## src/rtl/mesi_isc_breq_arb.sv

```systemverilog
// Broadcast-request arbiter: picks one CPU request queue head round-robin,
// pops it and pushes it into the broadcast FIFO, then idles one gap cycle.
module mesi_isc_breq_arb #(
  parameter int BROAD_TYPE_WIDTH = 2,
  parameter int BROAD_ID_WIDTH   = 5,
  parameter int ADDR_WIDTH       = 32
) (
  input  logic                          clk,
  input  logic                          rst,
  input  logic [3:0]                    breq_valid_array_i,
  input  logic [4*BROAD_TYPE_WIDTH-1:0] breq_type_array_i,
  input  logic [4*BROAD_ID_WIDTH-1:0]   breq_id_array_i,
  input  logic [4*ADDR_WIDTH-1:0]       breq_addr_array_i,
  input  logic                          broad_fifo_full_i,
  output logic [3:0]                    breq_rd_array_o,
  output logic                          broad_fifo_wr_o,
  output logic [BROAD_TYPE_WIDTH-1:0]   broad_type_o,
  output logic [1:0]                    broad_cpu_id_o,
  output logic [BROAD_ID_WIDTH-1:0]     broad_id_o,
  output logic [ADDR_WIDTH-1:0]         broad_addr_o,
  output logic [1:0]                    dbg_state_o,
  output logic [1:0]                    dbg_rr_ptr_o
);

  localparam logic [BROAD_TYPE_WIDTH-1:0] MESI_ISC_BREQ_TYPE_NOP = '0;

  typedef enum logic [1:0] {
    ST_IDLE = 2'd0,
    ST_PUSH = 2'd1,
    ST_GAP  = 2'd2
  } state_t;

  state_t                        r_state;
  state_t                        w_state_nxt;
  logic [1:0]                    r_rr_ptr;
  logic [3:0]                    r_rd;
  logic                          r_wr;
  logic [BROAD_TYPE_WIDTH-1:0]   r_type;
  logic [1:0]                    r_cpu_id;
  logic [BROAD_ID_WIDTH-1:0]     r_id;
  logic [ADDR_WIDTH-1:0]         r_addr;

  logic [7:0]                    w_valid_dbl;
  logic [3:0]                    w_valid_rot;
  logic [1:0]                    w_offset;
  logic [1:0]                    w_winner;
  logic [3:0]                    w_onehot;
  logic                          w_take;
  logic [BROAD_TYPE_WIDTH-1:0]   w_type;
  logic [BROAD_ID_WIDTH-1:0]     w_id;
  logic [ADDR_WIDTH-1:0]         w_addr;

  // Rotate the valid vector so bit 0 is the CPU at rr_ptr; the lowest set
  // bit of the rotated vector is then the round-robin winner.
  assign w_valid_dbl = {breq_valid_array_i, breq_valid_array_i};
  assign w_valid_rot = w_valid_dbl[r_rr_ptr +: 4];

  always_comb begin
    w_offset = 2'd0;
    for (int k = 3; k >= 0; k--) begin
      if (w_valid_rot[k]) w_offset = 2'(k);
    end
  end

  assign w_winner = r_rr_ptr + w_offset;
  assign w_onehot = 4'b0001 << w_winner;
  assign w_type   = breq_type_array_i[w_winner*BROAD_TYPE_WIDTH +: BROAD_TYPE_WIDTH];
  assign w_id     = breq_id_array_i[w_winner*BROAD_ID_WIDTH +: BROAD_ID_WIDTH];
  assign w_addr   = breq_addr_array_i[w_winner*ADDR_WIDTH +: ADDR_WIDTH];

  // The FIFO full flag only matters at decision time; once committed, the
  // push completes because nothing else writes the FIFO.
  assign w_take = (r_state == ST_IDLE) && (|breq_valid_array_i) && !broad_fifo_full_i;

  always_comb begin
    w_state_nxt = r_state;
    case (r_state)
      ST_IDLE: if (w_take) w_state_nxt = ST_PUSH;
      ST_PUSH: w_state_nxt = ST_GAP;
      ST_GAP:  w_state_nxt = ST_IDLE;
      default: w_state_nxt = ST_IDLE;
    endcase
  end

  always_ff @(posedge clk or negedge rst) begin
    if (!rst) begin
      r_state  <= ST_IDLE;
      r_rr_ptr <= 2'd0;
      r_rd     <= 4'b0000;
      r_wr     <= 1'b0;
      r_type   <= '0;
      r_cpu_id <= 2'd0;
      r_id     <= '0;
      r_addr   <= '0;
    end else begin
      r_state <= w_state_nxt;
      r_rd    <= 4'b0000;
      r_wr    <= 1'b0;
      if (w_take) begin
        r_rr_ptr <= w_winner + 2'd1;
        r_rd     <= w_onehot;
        r_wr     <= (w_type != MESI_ISC_BREQ_TYPE_NOP);
        r_type   <= w_type;
        r_cpu_id <= w_winner;
        r_id     <= w_id;
        r_addr   <= w_addr;
      end
    end
  end

  assign breq_rd_array_o = r_rd;
  assign broad_fifo_wr_o = r_wr;
  assign broad_type_o    = r_type;
  assign broad_cpu_id_o  = r_cpu_id;
  assign broad_id_o      = r_id;
  assign broad_addr_o    = r_addr;
  assign dbg_state_o     = r_state;
  assign dbg_rr_ptr_o    = r_rr_ptr;

endmodule

```

## config.mk

```make
export PLATFORM = sky130hd
export DESIGN_NAME = mesi_isc_breq_arb
export DESIGN_NICKNAME = d
export VERILOG_FILES = /design/src/rtl/mesi_isc_breq_arb.sv
export SDC_FILE = /design/constraint.sdc
export NUM_CORES = 1
export LEC_CHECK = 0
export CORE_AREA = 4 4 82 122
export CTS_BUF_LIST = sky130_fd_sc_hd__clkbuf_8
export CTS_CLUSTER_SIZE = 40
export DETAILED_ROUTE_END_ITERATION = 8
export DIE_AREA = 0 0 86 126
export PLACE_DENSITY = 0.85
export SLEW_MARGIN = 20
export SYNTH_ARGS = -nofsm -noshare
export SYNTH_HDL_FRONTEND = slang
export SYNTH_SLANG_ARGS = --single-unit
```

## constraint.sdc

```tcl
create_clock -name clk -period 7.8 [get_ports clk]
set_input_delay 1.95 -clock clk [delete_from_list [all_inputs] [get_ports clk]]
set_output_delay 1.95 -clock clk [all_outputs]
set_load 0.01 [all_outputs]
```

==> impl_metrics.prom <==
# TYPE chip_impl_metric gauge
chip_impl_info{name="run_status",value="completed"} 1
chip_impl_metric{name="yosys-mux-area-fraction",unit=""} 0.230
chip_impl_metric{name="vdd.ir_drop.worst",unit="V"} 0.000616
chip_impl_metric{name="relative_slew_slack",unit=""} 0.367
chip_impl_metric{name="place_hpwl",unit="mm"} 9.53
chip_impl_metric{name="syn-instance-count",unit=""} 365
chip_impl_metric{name="cp.arrival",unit="ps"} 5050
chip_impl_metric{name="area_delta_synth_final",unit="%"} 61.7
chip_impl_metric{name="floorplan.initialDensity",unit=""} 0.426
chip_impl_metric{name="postCtsSetupRepairBufs",unit=""} 0
chip_impl_metric{name="route.detailed.drc",unit=""} 0
chip_impl_metric{name="cts.path.max_buffers",unit=""} 2
chip_impl_info{name="netlist_top_cells_count",value="sky130_fd_sc_hd__dfrtp_1, sky130_fd_sc_hd__mux2i_1, sky130_fd_sc_hd__nor2_1"} 1
chip_impl_metric{name="finClkSkew",unit="ps"} 12.4
chip_impl_info{name="critical_path.startpoint_type",value="input pin"} 1
chip_impl_metric{name="final-seq-area",unit="um2"} 1250
chip_impl_info{name="clk_root_buf",value="sky130_fd_sc_hd__clkbuf_8"} 1
chip_impl_metric{name="synth-seq-cells",unit=""} 50
chip_impl_metric{name="num_antenna_cells",unit=""} 0
chip_impl_metric{name="cts-hold-fix-buffers",unit=""} 0
chip_impl_metric{name="drt_iter0_drc",unit=""} 194
chip_impl_metric{name="worstPathBufferInverterCount",unit=""} 3
chip_impl_metric{name="antenna_violations_before_repair",unit=""} 0
chip_impl_metric{name="synth_async_sr_flop_share",unit=""} 1.00
chip_impl_metric{name="routed-via-count",unit=""} 3750
chip_impl_metric{name="chipHeight",unit="um"} 126
chip_impl_metric{name="fraction_of_the_mapped_netlist_area_in_adder_cells",unit=""} 0.00331
chip_impl_info{name="dominant_combinational_cell_family_by_area_after_synthesis",value="compound AO/OA/AOI/OAI gates"} 1
chip_impl_metric{name="setup_total_negative_slack",unit="ps"} 0
chip_impl_metric{name="max_freq",unit="GHz"} 0.205
chip_impl_metric{name="n_fill_cell",unit=""} 690
chip_impl_info{name="cp_top_family",value="buffers and inverters"} 1
chip_impl_metric{name="setup_viol_count_final",unit=""} 0
chip_impl_metric{name="cts-resized-gates",unit=""} 0
chip_impl_metric{name="synth_top_cell_area_share",unit=""} 0.331
chip_impl_metric{name="cts.clk_slew.worst_paths",unit="ps"} 100
chip_impl_metric{name="number_of_h_tree_levels",unit=""} 2
chip_impl_metric{name="num_io_pins",unit=""} 213
chip_impl_metric{name="core-area",unit="um2"} 8880
chip_impl_metric{name="post_drt_via_cell_ratio",unit=""} 5.66
chip_impl_metric{name="synth_edf_count",unit=""} 0
chip_impl_info{name="yosysMostFrequentCell",value="sky130_fd_sc_hd__dfrtp_1"} 1
chip_impl_metric{name="post_synthesis_compound_gate_area_fraction",unit=""} 0.252
chip_impl_metric{name="clock_latency",unit="ps"} 310
chip_impl_metric{name="cts_made_buffers",unit=""} 5
chip_impl_metric{name="pin_count_of_the_biggest_net_entering_global_routing",unit=""} 81
chip_impl_metric{name="fin_nets",unit=""} 716
chip_impl_metric{name="chipWidth",unit="um"} 86
chip_impl_metric{name="post-route-cell-area",unit="um2"} 6110
chip_impl_metric{name="final_min_period_over_clock_period",unit=""} 0.626
chip_impl_metric{name="powerDensity",unit="nW/um2"} 409
chip_impl_metric{name="timing.critical_path.fanout_max",unit=""} 51
chip_impl_info{name="slowest_stage",value="sky130_fd_sc_hd__a2111o_2"} 1
chip_impl_metric{name="track_usage",unit=""} 0.224
chip_impl_metric{name="post_synth_num_cell_types",unit=""} 39
chip_impl_metric{name="post_synth_instance_area",unit="um2"} 3780
chip_impl_metric{name="via_count_of_the_first_global_routing_pass",unit=""} 3876
chip_impl_info{name="grt_setup_unrepaired",value="no"} 1
chip_impl_metric{name="area_share_of_and_or_nand_nor_cells_after_synthesis",unit=""} 0.123
chip_impl_metric{name="postRouteWirelength",unit="mm"} 12.7
chip_impl_metric{name="synth.yosys.warnings",unit=""} 0
chip_impl_metric{name="hold_viol_final",unit=""} 0
chip_impl_metric{name="length_of_the_first_detailed_routing_pass_in_iterations",unit=""} 4
chip_impl_metric{name="seq_area_frac_synth",unit=""} 0.331
chip_impl_metric{name="route.detailed.wl_per_inst",unit="um"} 19.1
chip_impl_metric{name="place_area",unit="um2"} 5920
chip_impl_metric{name="max-cap-violations",unit=""} 0
chip_impl_metric{name="drive_gt1_frac",unit=""} 0.166
chip_impl_metric{name="timing.critical_path.slowest_cell_delay",unit="ps"} 810
chip_impl_info{name="postSynth.topFlopCell",value="sky130_fd_sc_hd__dfrtp_1"} 1
chip_impl_metric{name="grt_first_pass_wirelength",unit="mm"} 19.5
chip_impl_metric{name="timing_max_transition_violations_final",unit=""} 0
chip_impl_metric{name="placement_rows",unit=""} 42
chip_impl_metric{name="power_leakage",unit="nW"} 2.35
chip_impl_info{name="worst-setup-path-type",value="in2reg"} 1
chip_impl_metric{name="placer_congestion",unit=""} 0.823
chip_impl_info{name="hold_class",value="reg2reg"} 1
chip_impl_metric{name="multiInputGateArea",unit="um2"} 2370
chip_impl_info{name="yosysTopAreaCell",value="sky130_fd_sc_hd__dfrtp_1"} 1
chip_impl_info{name="cts_tree",value="yes"} 1
chip_impl_metric{name="synthXorXnorAreaFrac",unit=""} 0.0132
chip_impl_info{name="ys_top_cells_by_area",value="sky130_fd_sc_hd__dfrtp_1, sky130_fd_sc_hd__o311ai_2, sky130_fd_sc_hd__mux2_2, sky130_fd_sc_hd__mux2i_1, sky130_fd_sc_hd__a22oi_1"} 1
chip_impl_info{name="timing.critical_path.cells",value="clkdlybuf4s50_1, nor2_1, a2111o_2, clkinv_1, buf_4, nand3_1, o311ai_2"} 1
chip_impl_metric{name="synth_nets",unit=""} 529
chip_impl_metric{name="clock-sinks",unit=""} 50
chip_impl_metric{name="final_antenna_net_count",unit=""} 0
chip_impl_metric{name="floorplan.die_area",unit="um2"} 10800
chip_impl_metric{name="grt.overflow.total",unit=""} 0
chip_impl_metric{name="syn_avg_cell_area",unit="um2"} 10.4
chip_impl_metric{name="worst_pin_slew",unit="ps"} 950
chip_impl_metric{name="io_buffer_count",unit=""} 212
chip_impl_info{name="setup.worst_path.end_class",value="register"} 1
chip_impl_metric{name="layout_min_cycle_time",unit="ps"} 4890
chip_impl_metric{name="cp.required",unit="ps"} 7970
-- per-stage QoR --
| step | setup WS (ps) | total power, mW | cells | utilization | hold WS, ps |
|---|---|---|---|---|---|
| 6_report | 2910 | 2.50 | 663 | 0.688 | 461 |
| 3_5_place_dp | 2390 | 2.23 | 653 | 0.666 | 447 |
| 3_3_place_gp | 2660 | 2.17 | 653 | 0.666 | 446 |
| 2_1_floorplan | 3680 | 1.67 | 365 | - | 485 |
| 4_1_cts | 2730 | 2.45 | 661 | 0.682 | 462 |
| 5_1_grt | 2620 | 2.65 | 663 | 0.688 | 490 |
-- layout make-up --
| class | instances | share of cell area |
|---|---|---|
| flip-flops and latches | 50 | 0.205 |
| inverters | 2 | 0.00123 |
| well taps | 110 | 0.0225 |
| clock inverters | 3 | 0.0113 |
| repair buffers | 218 | 0.361 |
| clock buffers | 5 | 0.0113 |
| multi-input cells | 275 | 0.388 |
-- flip-flops by register name, summed over array words and instances, names as in the netlist --
| register | cells |
|---|---|
| broad_fifo_wr_o | 1 |
| broad_type_o | 2 |
| breq_rd_array_o | 4 |
| broad_id_o | 5 |
| broad_addr_o | 32 |
| dbg_rr_ptr_o | 2 |
| dbg_state_o | 2 |
| broad_cpu_id_o | 2 |
-- cells in the final DEF, fill, tap and decap left out, types with 7 or more instances in the layout --
cell / Yosys / routed
sky130_fd_sc_hd__nor2_1: 42 / 42
sky130_fd_sc_hd__mux2i_1: 43 / 43
sky130_fd_sc_hd__a22oi_1: 37 / 37
sky130_fd_sc_hd__nand3_1: 38 / 38
sky130_fd_sc_hd__nand2_1: 7 / 7
sky130_fd_sc_hd__mux2_2: 39 / 39
sky130_fd_sc_hd__o311ai_1: 8 / 8
sky130_fd_sc_hd__dfrtp_1: 50 / 50
sky130_fd_sc_hd__o311ai_2: 29 / 29
sky130_fd_sc_hd__clkdlybuf4s50_1: 0 / 211
-- report_power, final --
part | total [mW] | switching [mW] | internal (mW)
Sequential | 0.463 | 0.0816 | 0.381
Combinational | 1.82 | 0.903 | 0.917
Clock | 0.221 | 0.0922 | 0.129
Total | 2.50 | 1.08 | 1.43
-- cell families (layout without fill, tap and decap cells) --
family | after synthesis | in the layout
and+or+nand+nor | 99 | 99
buffers and inverters | 40 | 228
DFF | 50 | 50
AOI/OAI and AO/OA | 89 | 89
muxes | 82 | 82
xor gates and xnor gates | 4 | 4
adders and majority gates | 1 | 1
-- metal layers --
layer	up-vias	global-route usage	wire length (um)
li1	1774	-	-
met1	1820	0.254	4650
met2	135	0.417	7000
met3	21	0.0379	688
met4	0	0.0708	326
met5	-	0	0
-- final timing paths --
check / from / end / slack [ps] / cells after the start
hold / removal: dbg_state_o[1] / dbg_state_o[1] / 460 / 1
setup / recovery: breq_valid_array_i[2] / broad_addr_o[23] / 2910 / 7
max in group asynchronous: rst / broad_id_o[3] / 5690 / 1
min in group asynchronous: rst / broad_addr_o[22] / 1670 / 1
hold reg to reg: dbg_state_o[1] / dbg_state_o[1] / 460 / 1
setup reg to reg: dbg_rr_ptr_o[0] / broad_addr_o[29] / 4610 / 10
(Power assumes the default switching activity.)
